--- src/rtl/piso_pkg.sv ---
// Shared types and constants for the PISO serializer.
// Frame length grows by one parity bit when PISO_PARITY_EN is defined.
package piso_pkg;

  typedef enum logic {
    IDLE  = 1'b0,
    SHIFT = 1'b1
  } state_e;

  localparam int DEFAULT_WIDTH = 4;

  function automatic int frameLen(input int width);
`ifdef PISO_PARITY_EN
    return width + 1;
`else
    return width;
`endif
  endfunction

endpackage

--- src/rtl/piso_bit_counter.sv ---
// Bit position counter for one serial frame, with a decode of the final bit.
module piso_bit_counter #(
  parameter int CW        = 3,
  parameter int FRAME_LEN = 4
) (
  input  logic          clk_i,
  input  logic          rst_i,
  input  logic          clear_i,
  input  logic          enable_i,
  output logic [CW-1:0] count_o,
  output logic          last_o
);

  localparam logic [CW-1:0] LAST_IDX = CW'(FRAME_LEN - 1);

  logic [CW-1:0] count_q;
  logic [CW-1:0] count_d;

  // Clear wins over enable so a back-to-back load restarts at bit zero.
  always_comb begin
    count_d = count_q;
    if (clear_i) begin
      count_d = '0;
    end else if (enable_i) begin
      count_d = count_q + CW'(1);
    end
  end

  always_ff @(posedge clk_i) begin
    if (rst_i) begin
      count_q <= '0;
    end else begin
      count_q <= count_d;
    end
  end

  assign count_o = count_q;
  assign last_o  = (count_q == LAST_IDX);

endmodule

--- src/rtl/piso_serializer.sv ---
// Parallel-in serial-out serializer, LSB first, with valid/ready input handshake.
// Optional even-parity trailer bit is enabled by defining PISO_PARITY_EN.
module piso_serializer
  import piso_pkg::*;
#(
  parameter int WIDTH = DEFAULT_WIDTH
) (
  input  logic             clk,
  input  logic             rst,
  input  logic [WIDTH-1:0] din,
  input  logic             din_valid,
  output logic             din_ready,
  output logic             sout,
  output logic             sout_valid,
  output logic             frame_done,
  output logic             busy
);

  localparam int FRAME_LEN = frameLen(WIDTH);
  localparam int CW        = $clog2(FRAME_LEN + 1);
  localparam logic [CW-1:0] PENULT_IDX = CW'(FRAME_LEN - 2);

  state_e                 state_q, state_d;
  logic [FRAME_LEN-1:0]   shiftReg_q, shiftReg_d;
  logic                   sout_q, sout_d;
  logic                   soutValid_q, soutValid_d;
  logic                   frameDone_q, frameDone_d;
  logic                   busy_q, busy_d;

  logic [FRAME_LEN-1:0]   frameWord;
  logic                   accept;
  logic                   lastBit;
  logic [CW-1:0]          bitCount;
  logic                   cntLast;

`ifdef PISO_PARITY_EN
  assign frameWord = {^din, din};
`else
  assign frameWord = din;
`endif

  assign lastBit   = (state_q == SHIFT) && cntLast;
  assign din_ready = (state_q == IDLE) || lastBit;
  assign accept    = din_valid && din_ready;

  piso_bit_counter #(
    .CW        (CW),
    .FRAME_LEN (FRAME_LEN)
  ) u_bit_counter (
    .clk_i    (clk),
    .rst_i    (rst),
    .clear_i  (accept || lastBit),
    .enable_i (state_q == SHIFT),
    .count_o  (bitCount),
    .last_o   (cntLast)
  );

  // Outputs are computed one cycle ahead so every output except din_ready is a flop.
  always_comb begin
    state_d     = state_q;
    shiftReg_d  = shiftReg_q;
    if (accept) begin
      state_d    = SHIFT;
      shiftReg_d = frameWord;
    end else if (state_q == SHIFT) begin
      shiftReg_d = shiftReg_q >> 1;
      if (cntLast) begin
        state_d = IDLE;
      end
    end
    soutValid_d = (state_d == SHIFT);
    busy_d      = (state_d == SHIFT);
    sout_d      = (state_d == SHIFT) && shiftReg_d[0];
    frameDone_d = (state_q == SHIFT) && !accept && !cntLast && (bitCount == PENULT_IDX);
  end

  always_ff @(posedge clk) begin
    if (rst) begin
      state_q     <= IDLE;
      shiftReg_q  <= '0;
      sout_q      <= 1'b0;
      soutValid_q <= 1'b0;
      frameDone_q <= 1'b0;
      busy_q      <= 1'b0;
    end else begin
      state_q     <= state_d;
      shiftReg_q  <= shiftReg_d;
      sout_q      <= sout_d;
      soutValid_q <= soutValid_d;
      frameDone_q <= frameDone_d;
      busy_q      <= busy_d;
    end
  end

  assign sout       = sout_q;
  assign sout_valid = soutValid_q;
  assign frame_done = frameDone_q;
  assign busy       = busy_q;

endmodule

--- config.mk ---
export PLATFORM = sky130hd
export DESIGN_NAME = piso_serializer
export DESIGN_NICKNAME = d
export VERILOG_FILES = /design/src/rtl/piso_pkg.sv /design/src/rtl/piso_bit_counter.sv /design/src/rtl/piso_serializer.sv
export SDC_FILE = /design/constraint.sdc
export NUM_CORES = 1
export LEC_CHECK = 0
export ABC_AREA = 0
export CORE_MARGIN = 4
export CORE_UTILIZATION = 35
export CTS_CLUSTER_DIAMETER = 60
export CTS_CLUSTER_SIZE = 20
export DETAILED_ROUTE_END_ITERATION = 10
export RECOVER_POWER = 50
export SLEW_MARGIN = 5
export SYNTH_ARGS = -nofsm -noshare
export SYNTH_HDL_FRONTEND = slang
export SYNTH_HIERARCHICAL = 1
export SYNTH_SLANG_ARGS = --single-unit
--- constraint.sdc ---
create_clock -name clk -period 1.8 [get_ports clk]
set_clock_uncertainty 0.15 [all_clocks]
set_input_delay 0.36 -clock clk [delete_from_list [all_inputs] [get_ports clk]]
set_output_delay 0.36 -clock clk [all_outputs]
set_load 0.01 [all_outputs]
==> flow_summary_export.csv, run 1 <==
group,metric,value,unit
clock_tree,numCtsBuffers,3,
setup_path,crit_family,"buffers and inverters",
synthesis,yosys-top-cells-area,"dfxtp_1, nor3_2, ha_1",
clock_tree,root_buffer,"clkbuf_4",
clock_tree,cts.sinks,10,
setup_path,critPathRequiredTime,1.29,ns
power_and_ir_drop,clockPowerShare,0.313,
clock_tree,htree_levels,1,
placement,hpwl,720,um
synthesis,syn-cell-area,497,um^2
synthesis,ys.flop_type,"dfxtp_1",
timing,finalSetupViolations,0,
placement,port_buffers,11,
floorplanning,core,1320,um^2
cells_and_area,area_delta_synth_final,41.8,%
timing,maxSlewHeadroom,0.788,
setup_path,crit_path_top_delay_cell,"clkdlybuf4s50_1",
synthesis,synth_top_area_cell,"dfxtp_1",
detailed_routing,antenna_left,0,
setup_path,endpoint_kind,"output pin",
setup_path,path_cells,"clkdlybuf4s50_1",
grt,groute.usage.overall,0.111,
power_and_ir_drop,leakagePower,0.302,nW
timing,max_freq,578,MHz
placement,place_congestion,0.736,
timing,grt_setup_unrepaired,"no",
detailed_routing,routed_via_density,4.78,
synthesis,synth_area_per_cell,9.55,um^2
setup_path,cp_data_arrival_time,1.22,ns
power_and_ir_drop,p_sw_frac,0.260,
setup_path,critPathMaxStageDelay,0.56,ns
cells_and_area,drive_above_1_share,0.307,
synthesis,synth-seq-area-share,0.403,
synthesis,async_flop_share,0,
clock_tree,postCtsHoldBufs,0,
grt,grt_first_pass_wirelength,1550,um
clock_tree,cts_tree,"done",
power_and_ir_drop,seqPwrFrac,0.489,
power_and_ir_drop,p_comb_frac,0.198,
setup_path,worstSetupPathType,"flop to output pin",
timing,max_slew.worst_pin.slew,0.315,ns
floorplanning,die_w,45.7,um
floorplanning,die_y,45.7,um
power_and_ir_drop,power_density,707,nW/um^2
run,maxCapViolCount,0,
synthesis,synth-seq-cells,10,
grt,grt_pass1_vias,376,
synthesis,netlist_instances,52,
floorplanning,rows,13,
cells_and_area,final_common_cell,"buf_4",
clock_tree,clock_path_buffers,2,
cells_and_area,final_cell_mix,"buf_4, dfxtp_1, clkdlybuf4s50_1, inv_1",
synthesis,yosysUniqueCellTypes,24,
detailed_routing,wirelength,960,um
clock_tree,clk_pin_slew_worst_paths,0.07,ns
grt,grt_overflow,0,
timing,report.final.slew_viol_count,0,
detailed_routing,drc_errors,0,
timing,finalHoldViolCount,0,
setup_path,cp.buffers_inverters,1,
synthesis,syn_nets,61,
synthesis,synth_top_area_share,0.403,
detailed_routing,num_vias,430,
status,outcome,"complete, no violations",
detailed_routing,detailedRoute.firstIterationViolations,2,
clock_tree,insertion_delay,0.26,ns
clock_tree,postCtsSetupRepairBufs,0,
grt,grt_start_max_net_pins,8,
power_and_ir_drop,max-vdd-ir-drop,0.000323,V
timing,fin_crit_sh,0.961,
worst_hold_path,hold_class,"flop to flop",
grt,antenna_found_initial,0,
cells_and_area,antennaDiodeCount,0,
detailed_routing,avgRoutedWirePerCell,10.7,um
power_and_ir_drop,p_int,369,uW
detailed_routing,drtPass1Iterations,2,
cells_and_area,final_util,0.535,
floorplanning,io-pin-count,12,
power_and_ir_drop,switching_power,129,uW
synthesis,synth_edf_count,0,
setup_path,crit_fanout,5,
floorplanning,die-area,2090,um^2
synthesis,yosys_warnings,6,
setup_path,critPathLaunchType,"flop",
floorplanning,initial_utilization,0.377,
timing,period_minus_slack,1.73,ns
cells_and_area,nNetsFinal,86,
timing,fin_setup_tns,0,ns
-- what timing repair did --
action	in CTS	in global routing
gates resized for setup	4	3
setup endpoints to repair	1	3
gates cloned	0	0
-- flip-flops by register name, summed over array words and instances, names as in the netlist --
name / flops
busy: 1
frame_done: 1
sout: 1
u_bit_counter/count_o: 3
shiftReg_q: 4
-- synthesized netlist by cell type (all sizes together), types with 2 or more instances --
cell	number
nor4	2
a21oi	3
mux2i	2
nor3	3
buf	2
nor2	4
nand2b	2
nand2	4
ha	2
inv	5
a31oi	2
dfxtp	10
-- logic make-up after synthesis --
family / synth area share
compound gates: 0.169
simple gates: 0.217
xor+xnor: 0.0176
mux: 0.0403
fa+ha+maj: 0.0504
buf+inv: 0.103
flops: 0.403
-- per-stage QoR --
step / std cells / setup slack [ns] / hold slack, ns / power (mW) / area [um^2]
3_5_place_dp: 87 / -0.0150 / 0.300 / 0.351 / 683
3_3_place_gp: 87 / 0.00384 / 0.311 / 0.351 / 683
5_1_grt: 90 / 0.0176 / 0.333 / 0.532 / 704
2_1_floorplan: 52 / 0.284 / 0.270 / 0.302 / 497
4_1_cts: 90 / 0.0109 / 0.311 / 0.510 / 701
6_report: 90 / 0.0705 / 0.315 / 0.498 / 704
-- power groups by stage --
stage,clock network (mW),logic (mW),registers [mW]
6_report,0.156,0.0985,0.244
3_3_place_gp,0,0.103,0.248
5_1_grt,0.179,0.108,0.245
4_1_cts,0.165,0.102,0.243
3_5_place_dp,0,0.103,0.248
2_1_floorplan,0,0.0522,0.250
-- cell type report --
class / count / area (um^2)
Sequential cell: 10 / 201
Tap cell: 15 / 18.8
Fill cell: 126 / 613
Timing Repair Buffer: 23 / 188
Inverter: 5 / 18.8
Multi-Input combinational cell: 34 / 255
Clock buffer: 3 / 22.5
-- path summary, 6_finish.rpt --
kind,start,end,slack [ns],cells after the start
setup / recovery,busy$_SDFF_PP0_,busy,0.07,1
hold / removal,u_bit_counter/count_o[2]$_SDFFE_PP0P_,frame_done$_SDFF_PP0_,0.31,1
setup reg to reg,u_bit_counter/count_o[0]$_SDFFE_PP0P_,shiftReg_q[0]$_SDFF_PP0_,0.20,6
hold reg to reg,u_bit_counter/count_o[2]$_SDFFE_PP0P_,frame_done$_SDFF_PP0_,0.31,1
-- routing by layer --
| layer | up-vias | global-route usage | wire length (um) |
|---|---|---|---|
| li1 | 229 | - | - |
| met1 | 192 | 0.138 | 493 |
| met2 | 7 | 0.145 | 396 |
| met3 | 2 | 0.0356 | 42 |
| met4 | 0 | 0.105 | 27 |
| met5 | - | 0 | 0 |
(Power assumes the default switching activity.)
==> run 2: changes to the inputs <==
--- a/config.mk
+++ b/config.mk
@@ -12,6 +12,7 @@
 export CTS_CLUSTER_SIZE = 20
 export DETAILED_ROUTE_END_ITERATION = 10
 export RECOVER_POWER = 50
+export SKIP_LAST_GASP = 1
 export SLEW_MARGIN = 5
 export SYNTH_ARGS = -nofsm -noshare
 export SYNTH_HDL_FRONTEND = slang
==> flow_summary_export.csv, run 2 (same netlist as run 1, synthesis figures left out) <==
group,metric,value,unit
setup_path,crit_fanout,2,
placement,post-place-ws,-0.0150,ns
worst_hold_path,hold_depth,1,
setup_path,worstSetupPathType,"flop to output pin",
power_and_ir_drop,finalPower,503,uW
setup_path,critPathRequiredTime,1.29,ns
timing,maxSlewHeadroom,0.780,
power_and_ir_drop,leakagePower,0.304,nW
timing,max_slew.worst_pin.slew,0.326,ns
floorplanning,die_y,45.7,um
setup_path,cp.depth,4,
detailed_routing,drc_errors,0,
power_and_ir_drop,p_sw_frac,0.260,
timing,finalSetupViolations,0,
setup_path,critPathMaxStageDelay,0.31,ns
detailed_routing,antenna_left,0,
timing,whs,0.316,ns
setup_path,cp_data_arrival_time,1.23,ns
grt,met2_usage,0.145,
detailed_routing,routed_via_density,4.72,
grt,use_met1,0.138,
clock_tree,htree_levels,1,
setup_path,crit_path_top_delay_cell,"dfxtp_1",
timing,grt_setup_unrepaired,"yes",
clock_tree,clk_pin_slew_worst_paths,0.07,ns
run,maxCapViolCount,0,
grt,antenna_found_initial,0,
cells_and_area,final_cell_count_no_fill,90,
cells_and_area,fin_area,709,um^2
power_and_ir_drop,max-vdd-ir-drop,0.000327,V
placement,place_congestion,0.736,
clock_tree,cts.sinks,10,
floorplanning,initial_utilization,0.377,
grt,grt_first_pass_wirelength,1550,um
grt,use_met3,0.0356,
placement,hpwl,720,um
grt,top_usage_layer,"met2",
timing,finalHoldViolCount,0,
cells_and_area,antennaDiodeCount,0,
setup_path,path_cells,"ha_1 > ha_1 > nand2b_4 > buf_2",
floorplanning,die_w,45.7,um
floorplanning,core,1320,um^2
worst_hold_path,hold_class,"flop to flop",
detailed_routing,wirelength,960,um
timing,max_freq,576,MHz
clock_tree,insertion_delay,0.26,ns
placement,dpl_cell_area,683,um^2
cells_and_area,final_cell_mix,"buf_4, clkdlybuf4s50_1, dfxtp_1, inv_1",
cells_and_area,largest_reg_flops,4,
floorplanning,io-pin-count,12,
setup_path,crit_family,"adder cells",
timing,fin_crit_sh,0.965,
setup_path,cp.buffers_inverters,1,
power_and_ir_drop,p_int,372,uW
floorplanning,rows,13,
detailed_routing,drtPass1Iterations,2,
clock_tree,post_cts_resized,4,
cells_and_area,final_util,0.538,
power_and_ir_drop,switching_power,131,uW
grt,grt_pass1_vias,376,
timing,setup_ws,0.0629,ns
clock_tree,cts_tree,"done",
setup_path,r2r_cells,6,
timing,fin_setup_tns,0,ns
clock_tree,root_buffer,"clkbuf_4",
grt,groute.usage.overall,0.111,
floorplanning,die-area,2090,um^2
grt,grt_overflow,0,
setup_path,critPathLaunchType,"flop",
cells_and_area,regMostFlops,"shiftReg_q",
cells_and_area,fillCellCount,122,
power_and_ir_drop,seqPwrFrac,0.485,
power_and_ir_drop,clockPowerShare,0.312,
detailed_routing,detailedRoute.firstIterationViolations,1,
placement,port_buffers,11,
setup_path,cp_common_cell,"ha_1",
cells_and_area,drive_above_1_share,0.320,
clock_tree,clock_path_buffers,2,
grt,grt_start_max_net_pins,8,
setup_path,endpoint_kind,"output pin",
clock_tree,postCtsHoldBufs,0,
cells_and_area,nNetsFinal,86,
detailed_routing,num_vias,425,
cells_and_area,area_delta_synth_final,42.8,%
clock_tree,postCtsSetupRepairBufs,0,
power_and_ir_drop,p_comb_frac,0.203,
power_and_ir_drop,power_density,709,nW/um^2
placement,placedCellCount,87,
detailed_routing,avgRoutedWirePerCell,10.7,um
timing,period_minus_slack,1.74,ns
timing,report.final.slew_viol_count,0,
cells_and_area,final_common_cell,"buf_4",
clock_tree,numCtsBuffers,3,
status,outcome,"complete, no violations",
[run 2: changes by cell type in the layout (fill, tap and decap cells not counted), sizes merged]
cell           previous run  this run
clkbuf                    5         3
buf                      11        13
clkdlybuf4s50             7        10
dlygate4sd3               3         0
[run 2: layout make-up]
type	instances	area, um^2	area share
Inverter	5	18.8	0.0265
Timing Repair Buffer	23	195	0.275
Multi-Input combinational cell	34	253	0.356
Clock buffer	3	22.5	0.0317
Sequential cell	10	201	0.284
Tap cell	15	18.8	0.0265
[run 2: power groups by stage]
stage / combinational, mW / clock [mW] / sequential (mW)
after global routing: 0.112 / 0.179 / 0.245
after detailed placement: 0.103 / 0 / 0.248
after global placement: 0.103 / 0 / 0.248
after CTS: 0.102 / 0.165 / 0.243
after floorplan: 0.0522 / 0 / 0.250
final: 0.102 / 0.157 / 0.244
[run 2: routing by layer]
layer / wire (um) / vias up
met4: 27 / 0
met5: 0 / -
met2: 392 / 7
li1: - / 229
met3: 42 / 2
met1: 498 / 187
[run 2: worst paths after layout]
kind | slack [ns] | end | startpoint
setup / recovery | 0.06 | din_ready | u_bit_counter/count_o[0]$_SDFFE_PP0P_
hold / removal | 0.32 | frame_done$_SDFF_PP0_ | u_bit_counter/count_o[2]$_SDFFE_PP0P_
setup reg to reg | 0.19 | u_bit_counter/count_o[2]$_SDFFE_PP0P_ | u_bit_counter/count_o[0]$_SDFFE_PP0P_
hold reg to reg | 0.32 | frame_done$_SDFF_PP0_ | u_bit_counter/count_o[2]$_SDFFE_PP0P_
==> run 3: changes to the inputs <==
--- a/config.mk
+++ b/config.mk
@@ -11,6 +11,7 @@
 export CTS_CLUSTER_DIAMETER = 60
 export CTS_CLUSTER_SIZE = 20
 export DETAILED_ROUTE_END_ITERATION = 10
+export PLACE_DENSITY = 0.72
 export RECOVER_POWER = 50
 export SKIP_LAST_GASP = 1
 export SLEW_MARGIN = 5
==> constraint.sdc (replaced) <==
create_clock -name clk -period 1.8 [get_ports clk]
set_clock_uncertainty 0.15 [all_clocks]
set_input_delay 0.27 -clock clk [delete_from_list [all_inputs] [get_ports clk]]
set_output_delay 0.27 -clock clk [all_outputs]
set_load 0.01 [all_outputs]
==> flow_summary_export.csv, run 3 (same netlist as run 1, synthesis figures left out) <==
group,metric,value,unit
timing,maxSlewHeadroom,0.783,
setup_path,cp.buffers_inverters,1,
setup_path,worstSetupPathType,"flop to output pin",
timing,finalHoldViolCount,0,
setup_path,crit_fanout,3,
clock_tree,postCtsHoldBufs,0,
detailed_routing,avgRoutedWirePerCell,10.9,um
grt,grt_start_max_net_pins,14,
cells_and_area,area_delta_synth_final,32.7,%
floorplanning,io-pin-count,12,
grt,groute.usage.overall,0.102,
detailed_routing,routed_via_density,4.85,
timing,report.final.slew_viol_count,0,
timing,fin_setup_tns,0,ns
worst_hold_path,hold_end,"frame_done$_SDFF_PP0_",
grt,use_met3,0.0237,
placement,place_congestion,0.750,
setup_path,r2r_slack,0.15,ns
detailed_routing,detailedRoute.firstIterationViolations,0,
floorplanning,initial_utilization,0.377,
clock_tree,root_buffer,"clkbuf_4",
timing,grt_setup_unrepaired,"no",
detailed_routing,num_vias,412,
cells_and_area,final_cell_mix,"dfxtp_1, clkdlybuf4s50_1, buf_4, inv_1",
detailed_routing,antenna_left,0,
timing,max_freq,599,MHz
grt,met2_usage,0.153,
grt,use_met1,0.119,
cells_and_area,nNetsFinal,81,
detailed_routing,drc_errors,0,
timing,max_slew.worst_pin.slew,0.322,ns
worst_hold_path,hold_depth,1,
setup_path,critPathRequiredTime,1.38,ns
clock_tree,htree_levels,1,
timing,finalSetupViolations,0,
timing,period_minus_slack,1.67,ns
power_and_ir_drop,max-vdd-ir-drop,0.000327,V
setup_path,critPathLaunchType,"flop",
detailed_routing,drtPass1Iterations,1,
setup_path,cp_common_cell,"ha_1",
clock_tree,cts.sinks,10,
grt,top_usage_layer,"met2",
clock_tree,numCtsBuffers,3,
floorplanning,die_y,45.7,um
setup_path,cp.depth,4,
cells_and_area,final_cell_count_no_fill,85,
grt,grt_pass1_vias,366,
setup_path,path_cells,"ha_1 > ha_1 > nand2b_1 > clkbuf_2",
detailed_routing,wirelength,927,um
setup_path,endpoint_kind,"output pin",
cells_and_area,largest_reg_flops,4,
worst_hold_path,min_from,"u_bit_counter/count_o[2]$_SDFFE_PP0P_",
floorplanning,die-area,2090,um^2
grt,grt_first_pass_wirelength,1470,um
setup_path,r2r_cells,6,
floorplanning,die_w,45.7,um
cells_and_area,drive_above_1_share,0.229,
placement,hpwl,714,um
setup_path,r2r-start,"u_bit_counter/count_o[0]$_SDFFE_PP0P_",
setup_path,crit_path_top_delay_cell,"dfxtp_1",
clock_tree,clock_path_buffers,2,
cells_and_area,antennaDiodeCount,0,
clock_tree,insertion_delay,0.25,ns
status,outcome,"complete, no violations",
floorplanning,rows,13,
run,maxCapViolCount,0,
clock_tree,cts_tree,"done",
power_and_ir_drop,leakagePower,0.281,nW
placement,placedCellCount,82,
floorplanning,core,1320,um^2
grt,antenna_found_initial,0,
setup_path,cp_data_arrival_time,1.25,ns
clock_tree,postCtsSetupRepairBufs,0,
cells_and_area,final_common_cell,"dfxtp_1",
timing,fin_crit_sh,0.927,
cells_and_area,regMostFlops,"shiftReg_q",
power_and_ir_drop,power_density,728,nW/um^2
clock_tree,clk_pin_slew_worst_paths,0.06,ns
grt,grt_overflow,0,
setup_path,critPathMaxStageDelay,0.33,ns
worst_hold_path,hold_class,"flop to flop",
placement,port_buffers,11,
setup_path,crit_family,"adder cells",
setup_path,reg2reg_to,"u_bit_counter/count_o[2]$_SDFFE_PP0P_",
run 3: power by group:
| group | internal [mW] | total, mW | switching [mW] |
|---|---|---|---|
| logic | 0.0508 | 0.0926 | 0.0419 |
| clock network | 0.0768 | 0.145 | 0.0681 |
| registers | 0.235 | 0.242 | 0.00733 |
run 3: through the flow:
step	worst slack [ns]	hold slack (ns)	area [um^2]	power (mW)	utilization
CTS	0.0114	0.298	668	0.491	0.507
finish	0.131	0.293	659	0.480	0.500
global placement	0.0701	0.292	646	0.342	0.490
floorplan	0.284	0.189	497	0.302	-
global route	0.0427	0.345	659	0.511	0.500
detailed placement	0.0534	0.288	646	0.344	0.490
run 3: worst reg2reg max path: stages, from the launching register on:
cell and delay [ns]:
dfxtp_1 0.33, ha_1 0.20, ha_1 0.18, buf_4 0.15, nand2_1 0.05, o21ai_0 0.13, a2111oi_2 0.35
run 3: area by class of cell:
class                   instances  area (um^2)
multi-input cells              34          245
flip-flops and latches         10          200
well taps                      15         18.8
clock buffers                   3         22.5
repair buffers                 18          154
fillers                       128          658
inverters                       5         18.8
run 3: timing repair:
| action | 4_1_cts | 5_1_grt |
|---|---|---|
| gates resized for setup | 2 | 1 |
| endpoints found under the setup margin | 1 | 1 |
| cloned | 0 | 0 |
run 3: worst max-delay path by stage:
stage | start | end | slack (ns)
2_1_floorplan | u_bit_counter/count_o[0]$_SDFFE_PP0P_ | u_bit_counter/count_o[2]$_SDFFE_PP0P_ | 0.28
3_3_place_gp | u_bit_counter/count_o[0]$_SDFFE_PP0P_ | din_ready | 0.07
3_5_place_dp | u_bit_counter/count_o[0]$_SDFFE_PP0P_ | din_ready | 0.05
4_1_cts | u_bit_counter/count_o[0]$_SDFFE_PP0P_ | din_ready | 0.01
5_1_grt | u_bit_counter/count_o[0]$_SDFFE_PP0P_ | u_bit_counter/count_o[2]$_SDFFE_PP0P_ | 0.04
6_report | u_bit_counter/count_o[0]$_SDFFE_PP0P_ | din_ready | 0.13
run 3: per-layer routing:
| layer | vias up | routed length [um] |
|---|---|---|
| met5 | - | 0 |
| met2 | 10 | 409 |
| met4 | 0 | 17 |
| li1 | 220 | - |
| met3 | 2 | 57 |
| met1 | 180 | 443 |
